File: src/rtl/branch_pkg.sv
// Shared definitions for the registered branch-condition unit.
// Condition-code encodings and FSM state type.
package branch_pkg;

    localparam logic [3:0] BRZR = 4'b0000;
    localparam logic [3:0] BRNZ = 4'b0001;
    localparam logic [3:0] BRPL = 4'b0010;
    localparam logic [3:0] BRMI = 4'b0011;
    localparam logic [3:0] BRGE = 4'b0100;
    localparam logic [3:0] BRLE = 4'b0101;
    localparam logic [3:0] BRAL = 4'b0110;
    localparam logic [3:0] BRNV = 4'b0111;

    typedef enum logic {
        IDLE = 1'b0,
        HOLD = 1'b1
    } state_t;

endpackage

File: src/rtl/branch_cond_eval.sv
// Combinational evaluation of a branch condition on a signed operand.
// Codes 4'b1xxx are undefined: result 0 and illegal raised.
module branch_cond_eval
    import branch_pkg::*;
#(
    parameter int DATA_WIDTH = 32
) (
    input  logic [DATA_WIDTH-1:0] d,
    input  logic [3:0]            cond,
    output logic                  result,
    output logic                  illegal
);

    logic zero;
    logic neg;

    assign zero = (d == '0);
    assign neg  = d[DATA_WIDTH-1];

    // decode condition code into taken/illegal
    always_comb begin
        result  = 1'b0;
        illegal = 1'b0;
        case (cond)
            BRZR:    result = zero;
            BRNZ:    result = !zero;
            BRPL:    result = !zero && !neg;
            BRMI:    result = neg;
            BRGE:    result = !neg;
            BRLE:    result = zero || neg;
            BRAL:    result = 1'b1;
            BRNV:    result = 1'b0;
            default: illegal = 1'b1;
        endcase
    end

endmodule

File: src/rtl/branch_cond_unit.sv
// Registered branch-taken flag with valid/ack handshake, flush,
// sticky error flags and saturating taken/not-taken counters.
module branch_cond_unit
    import branch_pkg::*;
#(
    parameter int DATA_WIDTH = 32,
    parameter int IR_WIDTH   = 32,
    parameter int COND_LSB   = 19,
    parameter int CNT_WIDTH  = 16
) (
    input  logic                  clock,
    input  logic                  clear,
    input  logic [DATA_WIDTH-1:0] d,
    input  logic [IR_WIDTH-1:0]   IR_Data,
    input  logic                  ConFF_In,
    input  logic                  pc_ack,
    input  logic                  flush,
    output logic                  q,
    output logic                  q_valid,
    output logic                  illegal_cond,
    output logic                  overrun,
    output logic [CNT_WIDTH-1:0]  taken_count,
    output logic [CNT_WIDTH-1:0]  not_taken_count
);

    localparam logic [CNT_WIDTH-1:0] CNT_ONE = 1;

    state_t     state;
    state_t     next_state;
    logic [3:0] cond;
    logic       result;
    logic       illegal;
    logic       load;
    logic       ovr_set;
    logic       unused_ir;

    assign cond      = IR_Data[COND_LSB+3:COND_LSB];
    assign unused_ir = ^IR_Data;
    assign q_valid   = (state == HOLD);

    branch_cond_eval #(
        .DATA_WIDTH(DATA_WIDTH)
    ) u_eval (
        .d      (d),
        .cond   (cond),
        .result (result),
        .illegal(illegal)
    );

    // state register
    always_ff @(posedge clock or posedge clear) begin
        if (clear) state <= IDLE;
        else       state <= next_state;
    end

    // next state, accept and overrun decisions; flush wins over all
    always_comb begin
        next_state = state;
        load       = 1'b0;
        ovr_set    = 1'b0;
        if (flush) begin
            next_state = IDLE;
        end else begin
            case (state)
                IDLE: begin
                    if (ConFF_In) begin
                        load       = 1'b1;
                        next_state = HOLD;
                    end
                end
                HOLD: begin
                    if (pc_ack && ConFF_In) begin
                        load = 1'b1;
                    end else if (pc_ack) begin
                        next_state = IDLE;
                    end else if (ConFF_In) begin
                        ovr_set = 1'b1;
                    end
                end
                default: next_state = IDLE;
            endcase
        end
    end

    // taken flag: cleared by flush, loaded on accepted evaluation
    always_ff @(posedge clock or posedge clear) begin
        if (clear)      q <= 1'b0;
        else if (flush) q <= 1'b0;
        else if (load)  q <= result;
    end

    // sticky error flags, cleared only by reset
    always_ff @(posedge clock or posedge clear) begin
        if (clear) begin
            illegal_cond <= 1'b0;
            overrun      <= 1'b0;
        end else begin
            if (load && illegal) illegal_cond <= 1'b1;
            if (ovr_set)         overrun      <= 1'b1;
        end
    end

    // saturating statistics counters
    always_ff @(posedge clock or posedge clear) begin
        if (clear) begin
            taken_count     <= '0;
            not_taken_count <= '0;
        end else if (load) begin
            if (result && !(&taken_count))
                taken_count <= taken_count + CNT_ONE;
            if (!result && !(&not_taken_count))
                not_taken_count <= not_taken_count + CNT_ONE;
        end
    end

endmodule
File: config.mk
export PLATFORM = sky130hd
export DESIGN_NAME = branch_cond_unit
export DESIGN_NICKNAME = d
export VERILOG_FILES = /design/src/rtl/branch_pkg.sv /design/src/rtl/branch_cond_eval.sv /design/src/rtl/branch_cond_unit.sv
export SDC_FILE = /design/constraint.sdc
export NUM_CORES = 1
export LEC_CHECK = 0
export ABC_AREA = 1
export BUFFER_PORTS_ARGS = -buffer_cell sky130_fd_sc_hd__buf_2
export CORE_AREA = 2 2 68 134
export CTS_CLUSTER_DIAMETER = 100
export DETAILED_ROUTE_END_ITERATION = 6
export DIE_AREA = 0 0 70 136
export HOLD_SLACK_MARGIN = 0.03
export MAX_ROUTING_LAYER = met4
export PLACE_DENSITY_LB_ADDON = 0.08
export SKIP_LAST_GASP = 1
export SLEW_MARGIN = 30
export SYNTH_ARGS = -nofsm -noshare
export SYNTH_HDL_FRONTEND = slang
export SYNTH_SLANG_ARGS = --single-unit
File: constraint.sdc
create_clock -name clock -period 2.2 [get_ports clock]
set_clock_uncertainty 0.05 [all_clocks]
set_input_delay 0.44 -clock clock [delete_from_list [all_inputs] [get_ports clock]]
set_output_delay 0.44 -clock clock [all_outputs]
set_load 0.05 [all_outputs]
==> metrics.md <==
| Metric | Value |
|---|---|
| Outcome | finished clean |
| ANT nets after route | 0 |
| Sw Share | about a third |
| Worst path max stage delay | between 400 and 500 ps |
| Register area share after synthesis | between 30% and 40% |
| Met2 Usage GRT | between 30% and 40% |
| Slew @ Worst Pin | a little under 500 ps |
| R2R Setup Slk | about 270 ps |
| Design internal power | roughly 1.4 mW |
| Critical Path Sink Type | flop |
| Initial antenna violation count | 0 |
| Max clock buf depth | 2 |
| CTS tree | yes |
| Worst Path Max Fanout | 14 |
| Vias in the first global route | around 2600 |
| Final HPWL from detailed placement | 5530 um |
| DR DRC count | 0 |
| VDD IR-drop max | roughly 320 uV |
| DR iter-0 viols | roughly 100 |
| Rel. slew slack | between 60% and 70% |
| TritonCTS Buffers | 5 |
| Hold Vio Cnt, Final | 0 |
| RSZ-0062 raised after global routing | no |
| GR Layer Usage met3 | under 10% |
| Initial Util | a little under 30% |
| FILL cells | around 940 |
| Synthesis-to-finish area growth | 29.5% |
| First-pass GRT wire length | about 12000 um |
| Root buf cell | clkbuf_16 |
| Gate power share | between 20% and 30% |
| Die Y | ~140 um |
| NetSw | around 0.76 mW |
| FF+latch count, synth | 36 |
| Grt ovf | 0 |
| Nets | around 520 |
| Ant. Diodes | 0 |
| Met1 Use GR | between 10% and 20% |
| FF-to-FF path depth | 9 |
| Die ar. | between 9000 and 10000 um2 |
| I/O Buffers | 76 |
| Drt pass-1 iters | 4 |
| Footprint of the multi-input gates | ~1300 um2 |
| CP Data Required Time | ~2300 ps |
| # IOs | roughly 110 |
| Pin count of the biggest net entering global routing | 37 |
| Max frequency | about 520 MHz |
| Standard-cell rows | 48 |
| Leading cell type in the layout, fill and taps excluded | nand2_1 |
| Leakage | ~1.8 nW |
| Max-Cap Viols | 0 |
| Setup CP Type | flop to flop |
| Minimum clock period | between 1500 and 2000 ps |
| Synth Instances | between 300 and 400 |
| Post-CTS sizing | 0 |
| Synth cell types | 29 |
| Post-Route Utilization | 37.8% |
| RR Endpoint | not_taken_count[7] |
| Reg clk slew, reported paths | 60 ps |
| Critical-path top delay cell | dfrtp_1 |
| Power per cell area | just under 700 nW/um2 |
| Via-to-Cell Ratio | ~4.6 |
| GR peak layer | met2 |
| Yosys warning total | 0 |
| Clk Latency, worst-skew pair | about 280 ps |
| Sequential cell area | approximately 900 um2 |
| Clk pwr share | between 30% and 40% |
| Most frequent cells in the layout | nand2_1 (106), buf_2 (76), inv_1 (57) |
| Core area | 8530 um2 |
| CP startpoint kind | flop |
| Cell mode on critical path | nand3_1 |
| Placer Congestion | roughly 0.86 |
| Avg Cell Area, Syn | about 6.9 um2 |
| Post-Route Setup TNS | 0 ps |
| R2r startpoint | not_taken_count[0] |
| Cts hold-fix bufs | 0 |
| Setup Viol. Count Final | 0 |
| Final wirelength | between 7000 and 8000 um |
| CTS H-tree depth | 2 |
| Bufs and invs on worst path | 2 |
| Mapped Area | approximately 2500 um2 |
| Setup bufs post-CTS | 0 |
| Die W | around 70 um |
| Seq pwr share | 36.4% |
| Num Clock Sinks | 36 |
| Arrival @ worst endpoint | 2050 ps |
| CP top delay family | simple AND/OR/NAND/NOR gates |
| Max Slew Vio Count | 0 |
| Critical Path, Cell by Cell | ha_1, nand3_1, nor3_2, inv_1, nor2_1, nand3_1, buf_4, nand4_1, nand2_1 |
| Period utilization | 87.7% |
| Avg WL per Cell | 12.9 um |
| Total GRT Usage | 16.2% |
| Layout cells sized above 1 | between 20 and 30% |
| Min-Delay Path Class | input port to async pin |
| Syn nets | around 430 |
| Via Count | 2504 |
power groups by stage:
stage	clock, mW	combinational [mW]	sequential (mW)
finish	0.817	0.566	0.793
floorplan	0	0.200	1.01
detailed placement	0	0.573	0.805
global route	0.868	0.625	0.809
CTS	0.856	0.575	0.794
global placement	0	0.571	0.803
cells in the mapped netlist:
| library cell | instances | area share (%) |
|---|---|---|
| clkbuf_1 | 4 | 0.60 |
| nand4_4 | 1 | 0.86 |
| buf_4 | 1 | 0.30 |
| a21oi_1 | 3 | 0.60 |
| nor2_1 | 35 | 5.3 |
| nor4_1 | 1 | 0.25 |
| o21ai_0 | 1 | 0.20 |
| nor3_2 | 2 | 0.81 |
| ha_1 | 2 | 1.0 |
| o21bai_1 | 1 | 0.30 |
| nand2_2 | 2 | 0.50 |
| nor2_2 | 1 | 0.25 |
| xnor2_1 | 5 | 1.8 |
| or2_2 | 1 | 0.25 |
| and2_1 | 2 | 0.50 |
| a31o_2 | 1 | 0.35 |
| nand3_2 | 2 | 0.81 |
| inv_1 | 57 | 8.6 |
| buf_2 | 4 | 0.81 |
| nor3_1 | 10 | 2.0 |
| buf_6 | 3 | 1.4 |
| nand4_1 | 35 | 8.8 |
| a211oi_1 | 1 | 0.30 |
| xor2_1 | 15 | 5.3 |
| nand2_1 | 106 | 16 |
| nor2_4 | 1 | 0.45 |
| nor3_4 | 1 | 0.65 |
| dfrtp_1 | 36 | 36 |
| nand3_1 | 24 | 4.8 |
sequential cells by signal, indices dropped and copies added, names as in the netlist:
name,count
not_taken_count,16
taken_count,16
illegal_cond,1
overrun,1
q,1
q_valid,1
worst reg2reg max path: cells and delay by family (launching register included):
family                   cells  cell delay (ps)
buffers and inverters        2              310
flip-flops                   1              420
AND/OR/NAND/NOR              6              800
adder cells (fa/ha/maj)      1              240
logic make-up (layout without fill, tap and decap cells):
group | after synthesis | count (layout) | synth area share [%]
and+or+nand+nor | 224 | 224 | 42.3
buffers and inverters | 69 | 159 | 11.7
xor gates and xnor gates | 20 | 20 | 7.05
DFF | 36 | 36 | 36.2
adders and majority gates | 2 | 2 | 1.01
AOI/OAI and AO/OA | 7 | 7 | 1.76
area by class of cell:
cell class | count | share of cell area [%]
repair buffers | 94 | 16.0
multi-input cells | 253 | 40.3
clock inverters | 3 | 1.32
flip-flops and latches | 36 | 28.0
inverters | 57 | 6.64
well taps | 100 | 3.89
clock buffers | 5 | 3.89
metal layers:
metal / wire length [um] / vias to the layer above
met5: 0 / -
met4: 150 / 0
met3: 165 / 8
met2: 4170 / 46
met1: 2580 / 1136
li1: - / 1314
through the flow:
stage	hold slack, ps	instance area, um2	instances	worst slack (ps)	total power [mW]
after floorplan	453	2490	358	69.7	1.21
after detailed placement	407	3050	540	62.0	1.38
after global routing	283	3220	548	20.0	2.30
after global placement	398	3050	540	101	1.37
final	214	3220	548	270	2.18
after CTS	245	3220	548	245	2.22
worst max path at each step:
stage,from,depth (start not counted),endpoint
final,not_taken_count[0],9,not_taken_count[7]
after detailed placement,d[1],14,taken_count[14]
after floorplan,taken_count[0],9,taken_count[15]
after global placement,d[28],15,taken_count[11]
after global routing,not_taken_count[0],10,not_taken_count[2]
after CTS,not_taken_count[0],9,not_taken_count[7]
Note: power is estimated with default switching activity, not from simulation.
